File: src/rtl/display_source_scheduler.sv
// Time-shares one 4-digit display between four value sources: round-robin on a dwell
// timer with urgent preemption, plus the 20 kHz refresh clock for display_controller.
module display_source_scheduler #(
  parameter int unsigned CLK_DIV     = 2500,
  parameter int unsigned DWELL_TICKS = 40000
) (
  input  logic        CLK,
  input  logic        RESET,
  input  logic [3:0]  src_req,
  input  logic [51:0] src_num,
  input  logic [3:0]  urgent,
  input  logic        hold,
  output logic        clk_20k,
  output logic [12:0] number,
  output logic [1:0]  src_sel,
  output logic        blank,
  output logic        switch_pulse
);

  localparam int unsigned CW = (CLK_DIV > 1) ? $clog2(CLK_DIV) : 1;
  localparam int unsigned DW = (DWELL_TICKS > 1) ? $clog2(DWELL_TICKS) : 1;

  typedef enum logic [1:0] {StIdle, StShow, StUrgent} state_e;

  state_e        state_q, state_d;
  logic [CW-1:0] count_q;
  logic          clk_q;
  logic          tick;
  logic [DW-1:0] dwell_q, dwell_d;
  logic [1:0]    sel_q, sel_d;
  logic          blank_q, blank_d;
  logic [12:0]   number_q, number_d;
  logic          pulse_q, pulse_d;

  // Lowest set bit; callers only use it when some bit is set.
  function automatic logic [1:0] lowest(input logic [3:0] v);
    lowest = 2'd0;
    for (int i = 3; i >= 0; i--) begin
      if (v[i]) lowest = 2'(i);
    end
  endfunction

  // First requester after base in cyclic order; base itself if nobody else requests.
  function automatic logic [1:0] next_req(input logic [1:0] base, input logic [3:0] req);
    logic [1:0] idx;
    next_req = base;
    for (int i = 3; i >= 1; i--) begin
      idx = base + 2'(i);
      if (req[idx]) next_req = idx;
    end
  endfunction

  always_ff @(posedge CLK or posedge RESET) begin
    if (RESET) begin
      count_q <= '0;
      clk_q   <= 1'b0;
    end else begin
      count_q <= (count_q == CW'(CLK_DIV - 1)) ? '0 : count_q + 1'b1;
      if (count_q == '0) clk_q <= ~clk_q;
    end
  end

  assign tick = (count_q == '0) && !clk_q;

  always_comb begin
    state_d = state_q;
    dwell_d = dwell_q;
    sel_d   = sel_q;
    blank_d = blank_q;
    if (urgent != 4'b0) begin
      state_d = StUrgent;
      sel_d   = lowest(urgent);
      blank_d = 1'b0;
    end else begin
      unique case (state_q)
        StIdle: begin
          blank_d = 1'b1;
          if (src_req != 4'b0) begin
            state_d = StShow;
            sel_d   = lowest(src_req);
            dwell_d = '0;
            blank_d = 1'b0;
          end
        end
        StShow: begin
          if (!src_req[sel_q]) begin
            dwell_d = '0;
            if (src_req == 4'b0) begin
              state_d = StIdle;
              blank_d = 1'b1;
            end else begin
              sel_d = next_req(sel_q, src_req);
            end
          end else if (tick && !hold) begin
            if (dwell_q == DW'(DWELL_TICKS - 1)) begin
              dwell_d = '0;
              sel_d   = next_req(sel_q, src_req);
            end else begin
              dwell_d = dwell_q + 1'b1;
            end
          end
        end
        StUrgent: begin
          dwell_d = '0;
          if (src_req == 4'b0) begin
            state_d = StIdle;
            blank_d = 1'b1;
          end else begin
            state_d = StShow;
            sel_d   = next_req(sel_q, src_req);
          end
        end
        default: state_d = StIdle;
      endcase
    end
    // Blank wins over the source value in the same cycle it asserts.
    number_d = blank_d ? 13'd0 : src_num[int'(sel_q) * 13 +: 13];
    pulse_d  = (sel_d != sel_q) || (blank_d != blank_q);
  end

  always_ff @(posedge CLK or posedge RESET) begin
    if (RESET) begin
      state_q  <= StIdle;
      dwell_q  <= '0;
      sel_q    <= 2'd0;
      blank_q  <= 1'b1;
      number_q <= 13'd0;
      pulse_q  <= 1'b0;
    end else begin
      state_q  <= state_d;
      dwell_q  <= dwell_d;
      sel_q    <= sel_d;
      blank_q  <= blank_d;
      number_q <= number_d;
      pulse_q  <= pulse_d;
    end
  end

  assign clk_20k      = clk_q;
  assign number       = number_q;
  assign src_sel      = sel_q;
  assign blank        = blank_q;
  assign switch_pulse = pulse_q;

endmodule

File: config.mk
export PLATFORM = sky130hd
export DESIGN_NAME = display_source_scheduler
export DESIGN_NICKNAME = d
export VERILOG_FILES = /design/src/rtl/display_source_scheduler.sv
export SDC_FILE = /design/constraint.sdc
export NUM_CORES = 1
export LEC_CHECK = 0
export BUFFER_PORTS_ARGS = -buffer_cell sky130_fd_sc_hd__buf_4
export CAP_MARGIN = 10
export CORE_MARGIN = 3
export CORE_UTILIZATION = 30
export CTS_BUF_LIST = sky130_fd_sc_hd__clkbuf_8
export CTS_CLUSTER_SIZE = 40
export DETAILED_ROUTE_END_ITERATION = 8
export PLACE_DENSITY = 0.56
export SYNTH_ARGS = -nofsm -noshare
export SYNTH_HDL_FRONTEND = slang
export SYNTH_SLANG_ARGS = --single-unit
File: constraint.sdc
create_clock -name CLK -period 2.5 [get_ports CLK]
set_input_delay 0.5 -clock CLK [delete_from_list [all_inputs] [get_ports CLK]]
set_output_delay 0.5 -clock CLK [all_outputs]
set_load 0.02 [all_outputs]
==> impl_metrics.json, run 1 <==
{
  "status": "completed",
  "post-place-ws_ps": 171,
  "synth-edff-count": 0,
  "antenna_left": 0,
  "routed_via_density": 5.08,
  "crit_arrival_ps": 2410,
  "post_cts_buffers": 0,
  "grt_pass1_wl_um": 13300,
  "drc": 0,
  "cts_resized": 0,
  "power.total_mw": 1.80,
  "ys_warn_count": 0,
  "cp-start-kind": "register",
  "tightestPinTransition_ps": 554,
  "clkTransAtPathRegs_ps": 100,
  "ctsHoldBuffers": 0,
  "clockRootBuffer": "clkbuf_8",
  "gr-total-overflow": 0,
  "wire_per_inst_um": 15.0,
  "finalCritPeriodShare_pct": 88.8,
  "dr_wl_met3_um": 330,
  "yosysUniqueCellTypes": 56,
  "stdcell_count": 536,
  "port_buffers": 80,
  "rsz0062_at_grt": "false",
  "ys_seq_area_share_pct": 39.7,
  "clockBufferDepth": 2,
  "p_leak_nw": 1.73,
  "wl_met1_um": 3560,
  "diodes": 0,
  "final_max_slew_viol_count": 0,
  "finalSetupTns_ps": 0,
  "gp_congestion": 0.881,
  "grt_max_degree": 27,
  "synth-xor-area-share_pct": 3.18,
  "num_vias": 2724,
  "synth.net_count": 377,
  "cts_tree": "done",
  "critPathCaptureType": "register",
  "wl_met2_um": 4080,
  "ir_drop_uv": 222,
  "cts.sinks": 48,
  "synth-compound-area-share_pct": 12.2,
  "async_flop_share_pct": 100,
  "insertion_delay_ps": 300,
  "period_needed_ps": 2220,
  "crit_type": "register to register",
  "drive_above_1_share_pct": 33.7,
  "synthMuxAreaShare_pct": 12.1,
  "cts_inserted_buffers": 5,
  "pin_count": 81,
  "area_growth_pct": 31.3,
  "die-area_um2": 11300,
  "cp_max_fo": 12,
  "fmax_ghz": 0.451,
  "cap_violations": 0,
  "drt_pass1_iterations": 5,
  "hpwlAfterDp_um": 6300,
  "synthSimpleGateAreaFrac_pct": 27.1,
  "grt_util_all_layers_pct": 14.3,
  "relSlewSlack_pct": 63.0,
  "finalWorstSetupSlack_ps": 281,
  "avgSynthCellArea_um2": 9.74,
  "die_h_um": 107,
  "dieWidth_um": 107,
  "syn_inst": 311,
  "start_util_pct": 30.9,
  "syn_area_um2": 3030,
  "synth_top_family_by_area": "simple AND/OR/NAND/NOR gates",
  "drt-total-wl_um": 8020,
  "dp_cells": 528,
  "r2r_cells": 5,
  "drtIter0Drc": 122,
  "antenna_found_initial": 0,
  "hp-class": "input pin to asynchronous set/reset pin",
  "reg2reg_slack_ps": 280,
  "rows": 36,
  "nets": 468,
  "core-area_um2": 9820,
  "grt_pass1_vias": 2666,
  "synth_ff_type": "dfrtp_1",
  "synth_seq_cells": 48,
  "cts-htree-levels": 2,
  "power_density_nw_per_um2": 452,
  "r2r-start": "dwell_q[8]",
  "hold_viol_final": 0,
  "clock-skew-final_ps": 9.55,
  "yosys.area_share.adder_pct": 1.24,
  "cp.required_ps": 2690,
  "finalSetupViolCount": 0,
  "top_layer_used": "met4",
  "rr_endpoint": "dwell_q[15]"
}
cell families (layout without fill, tap and decap cells):
| family | Yosys count | after routing |
|---|---|---|
| XOR/XNOR | 11 | 11 |
| buffers and inverters | 29 | 121 |
| adder cells (fa/ha/maj) | 3 | 3 |
| multiplexers | 19 | 19 |
| AO/OA/AOI/OAI | 54 | 54 |
| flip-flops | 48 | 48 |
| AND/OR/NAND/NOR | 147 | 147 |
cell usage in the layout, fill, tap and decap left out, drive strengths merged, types with 2 or more instances in the layout:
cell | Yosys | final
and4 | 3 | 3
mux2i | 5 | 5
and3 | 7 | 7
and2 | 3 | 3
a21o | 2 | 2
a211o | 3 | 3
nor3b | 5 | 5
buf | 14 | 100
nand3 | 18 | 18
nor2b | 16 | 16
or4 | 4 | 4
nor3 | 11 | 11
or2 | 2 | 2
mux4 | 14 | 14
nor4 | 10 | 10
o21a | 2 | 2
nand4 | 4 | 4
o31ai | 4 | 4
xnor2 | 8 | 8
o22ai | 2 | 2
nor2 | 30 | 30
xor2 | 3 | 3
a21oi | 6 | 6
o21ai | 20 | 20
o41ai | 3 | 3
nand2b | 9 | 9
a31oi | 2 | 2
nand2 | 23 | 23
a211oi | 2 | 2
ha | 3 | 3
clkbuf | 2 | 6
inv | 13 | 13
dfrtp | 47 | 47
critical path, stage by stage (launching register included):
cell and delay (ps):
dfrtp_1 470, or4bb_1 550, nor4_4 350, or2_2 330, nor4_1 90, a311o_1 320
metrics by stage:
stage                     util [%]  instance area [µm²]  hold slack (ps)
after detailed placement      39.3                 3860              495
final                         40.5                 3980              247
after floorplan                  -                 3030              458
after global placement        39.3                 3860              483
after global routing          40.5                 3980              290
after CTS                     40.5                 3980              277
registers in the layout, indices dropped and copies added (netlist names):
register and flops:
clk_20k 1, blank 1, number 13, dwell_q 16
src_sel 2, state_q 2, switch_pulse 1, count_q 12
synth_stat cells, drive strengths merged (6+ instances only):
cell type,number,area (µm²)
dfrtp,47,1180
nor2,30,115
nand2,23,86.3
o21ai,20,104
nand3,18,90.1
nor2b,16,100
buf,14,82.6
mux4,14,315
inv,13,48.8
nor3,11,65.1
nor4,10,83.8
nand2b,9,56.3
xnor2,8,70.1
and3,7,43.8
a21oi,6,30.0
worst max-delay path by stage:
stage,start,to,slack [ps]
floorplan,src_req[0],dwell_q[8],410
global placement,src_req[0],dwell_q[8],220
detailed placement,src_req[0],dwell_q[8],170
CTS,count_q[2],dwell_q[6],270
global route,count_q[1],dwell_q[3],10
finish,dwell_q[8],dwell_q[15],280
metal layers:
layer / track usage (%) / vias to the layer above
met3: 2.06 / 2
li1: - / 1318
met2: 24.9 / 84
met1: 19.1 / 1320
met4: 2.83 / 0
met5: 0 / -
report_power, final:
part | internal [mW] | switching (mW) | leakage, nW | total, mW
clock | 0.328 | 0.270 | 0.0614 | 0.598
sequential | 0.807 | 0.0110 | 0.607 | 0.818
combinational | 0.202 | 0.180 | 1.06 | 0.382
total | 1.34 | 0.461 | 1.73 | 1.80
area by class of cell:
| class | instances | area [µm²] |
|---|---|---|
| clock inverters | 2 | 38.8 |
| multi-input cells | 234 | 1690 |
| clock buffers | 6 | 82.6 |
| inverters | 13 | 48.8 |
| repair buffers | 100 | 751 |
| well taps | 133 | 166 |
| fillers | 1001 | 5840 |
| flip-flops and latches | 48 | 1200 |
Note: power is estimated with default switching activity, not from simulation.
==> run 2, diff against run 1 <==
- ABC_AREA: unset -> 1
==> run 2 against run 1 <==
Sequential power grew 3.4%. Synthesized area is the same. Synthesized cell count grew 35%. Maximum frequency grew 6.1%. Setup slack gained 130 ps. Power grew 6.3%. Sequential cell count is the same. Combinational power grew 1%. Global-route usage grew 0.26 points. Core utilization shrank 0.94 points. Sequential share of layout area grew 0.72 points. Worst hold slack lost 160 ps.
==> impl_metrics.json, run 2 <==
{
  "status": "completed",
  "syn_area_um2": 3030,
  "period_needed_ps": 2090,
  "start_util_pct": 30.9,
  "diodes": 0,
  "num_vias": 2946,
  "nets": 565,
  "synth_top_area_cell": "dfrtp_1",
  "synth.net_count": 485,
  "clock-skew-final_ps": 13.3,
  "area_growth_pct": 28.2,
  "core-area_um2": 9820,
  "gp_congestion": 0.856,
  "power.total_mw": 1.91,
  "wire_per_inst_um": 12.4,
  "antenna_left": 0,
  "clockRootBuffer": "clkbuf_8",
  "largest_reg_flops": 16,
  "grt_pass1_vias": 2986,
  "pin_count": 81,
  "synth-edff-count": 0,
  "synth_seq_cells": 48,
  "drive_above_1_share_pct": 27.4,
  "cts_inserted_buffers": 5,
  "routed_via_density": 4.65,
  "cap_violations": 0,
  "synth_top_area_share_pct": 38.8,
  "fmax_ghz": 0.478,
  "gr-total-overflow": 0,
  "hp-class": "input pin to asynchronous set/reset pin",
  "finalSetupViolCount": 0,
  "ctsHoldBuffers": 0,
  "rsz0062_at_grt": "false",
  "yosys-top-cells-area": "dfrtp_1 (39%), nand2_1 (14%), inv_1 (6.8%)",
  "cp-start-kind": "register",
  "cts-htree-levels": 2,
  "critPathCaptureType": "register",
  "final_util_pct": 39.6,
  "drt_pass1_iterations": 4,
  "clockBufferDepth": 2,
  "crit_arrival_ps": 2280,
  "r2r_cells": 15,
  "finalSetupTns_ps": 0,
  "fill_cells": 1062,
  "crit_type": "register to register",
  "top_register": "dwell_q",
  "post_cts_buffers": 0,
  "synth_ff_type": "dfrtp_1",
  "layout_common_cells": "nand2_1 (112), buf_4 (83), inv_1 (55), dfrtp_1 (47), nor2_1 (38)",
  "cp_max_fo": 12,
  "relSlewSlack_pct": 69.6,
  "cts_tree": "done",
  "die-area_um2": 11300,
  "final_max_slew_viol_count": 0,
  "cts.sinks": 48,
  "grt_util_all_layers_pct": 14.6,
  "power_density_nw_per_um2": 491,
  "drc": 0,
  "drtIter0Drc": 81,
  "ys_warn_count": 0,
  "hpwlAfterDp_um": 6210,
  "yosysUniqueCellTypes": 40,
  "finalWorstSetupSlack_ps": 409,
  "synthTopCellsByCount": "nand2_1 (112), inv_1 (55), dfrtp_1 (47)",
  "ys_seq_area_share_pct": 39.7,
  "die_h_um": 107,
  "antenna_found_initial": 0,
  "insertion_delay_ps": 310,
  "hold_viol_final": 0,
  "finalCritPeriodShare_pct": 83.6,
  "avgSynthCellArea_um2": 7.23,
  "grt_pass1_wl_um": 13600,
  "grt_max_degree": 25,
  "p_leak_nw": 1.93,
  "cp.required_ps": 2690,
  "clkTransAtPathRegs_ps": 100,
  "rows": 36,
  "dieWidth_um": 107,
  "post-place-ws_ps": 411,
  "cts_resized": 0,
  "yosysMostFrequentCell": "nand2_1",
  "drt-total-wl_um": 7820,
  "mostFrequentLayoutCell": "nand2_1",
  "async_flop_share_pct": 100,
  "port_buffers": 80,
  "tightestPinTransition_ps": 456,
  "ir_drop_uv": 282,
  "syn_inst": 419
}
-- run 2: cell count changes after synthesis, moves of 11 or more --
| cell | before | now |
|---|---|---|
| inv_1 | 13 | 55 |
| a22oi_1 | 1 | 13 |
| a21oi_1 | 6 | 17 |
| inv_2 | 0 | 11 |
| nor2b_1 | 16 | 0 |
| nand2_1 | 23 | 112 |
| mux4_2 | 14 | 0 |
| a31oi_1 | 2 | 20 |
-- run 2: power breakdown --
group	switching (mW)	total (mW)	internal [mW]	leakage, nW
logic	0.213	0.387	0.174	1.25
registers	0.0279	0.846	0.819	0.608
clock network	0.280	0.676	0.396	0.0695
-- run 2: kinds of logic after synthesis --
kind of cell             synth area share, %
AND/OR/NAND/NOR                         32.4
buffers and inverters                   10.5
AO/OA/AOI/OAI                           15.0
flip-flops                              39.7
XOR/XNOR                                1.16
adder cells (fa/ha/maj)                 1.24
-- run 2: final timing paths --
check	start	endpoint	slack [ps]
worst max-delay path	src_sel[0]	switch_pulse	410
worst min-delay path	RESET	count_q[3]	80
worst max register to register	src_sel[0]	switch_pulse	410
worst min register to register	count_q[0]	count_q[0]	470
max in group asynchronous	RESET	dwell_q[1]	1850
min in group CLK	src_num[40]	number[1]	450
-- run 2: area by class of cell --
cell class	instances	area [µm²]	share of cell area [%]
well taps	133	166	4.28
inverters	67	251	6.47
repair buffers	83	623	16.0
flip-flops and latches	48	1200	30.9
clock inverters	3	63.8	1.64
clock buffers	5	68.8	1.77
multi-input cells	294	1510	38.9
-- run 2: critical path: stages (launching register included) --
cell,delay [ps]
dfrtp_1,610
inv_2,160
nand2_1,90
nand2_1,80
nand2_1,90
nand3_1,100
a21boi_0,220
nand2_1,80
nand3_1,80
nand2_1,80
nand3_2,70
nand2_1,70
nand2_1,70
nand2_1,50
nor2_1,70
nand2_1,60
-- run 2: stage by stage --
step | cells | cell area (µm²) | hold WS, ps
after floorplan | 419 | 3030 | 432
after global placement | 625 | 3750 | 426
after detailed placement | 625 | 3750 | 425
after CTS | 633 | 3890 | 81.3
after global routing | 633 | 3890 | 90.1
final | 633 | 3890 | 83.9
-- run 2: layer usage --
| metal | up-vias | part of all wire, % | GRT usage, % |
|---|---|---|---|
| met1 | 1340 | 44 | 18.1 |
| met4 | 0 | 1.4 | 3.65 |
| li1 | 1508 | - | - |
| met2 | 87 | 47 | 24.4 |
| met3 | 11 | 8.2 | 4.92 |
| met5 | - | 0 | 0 |
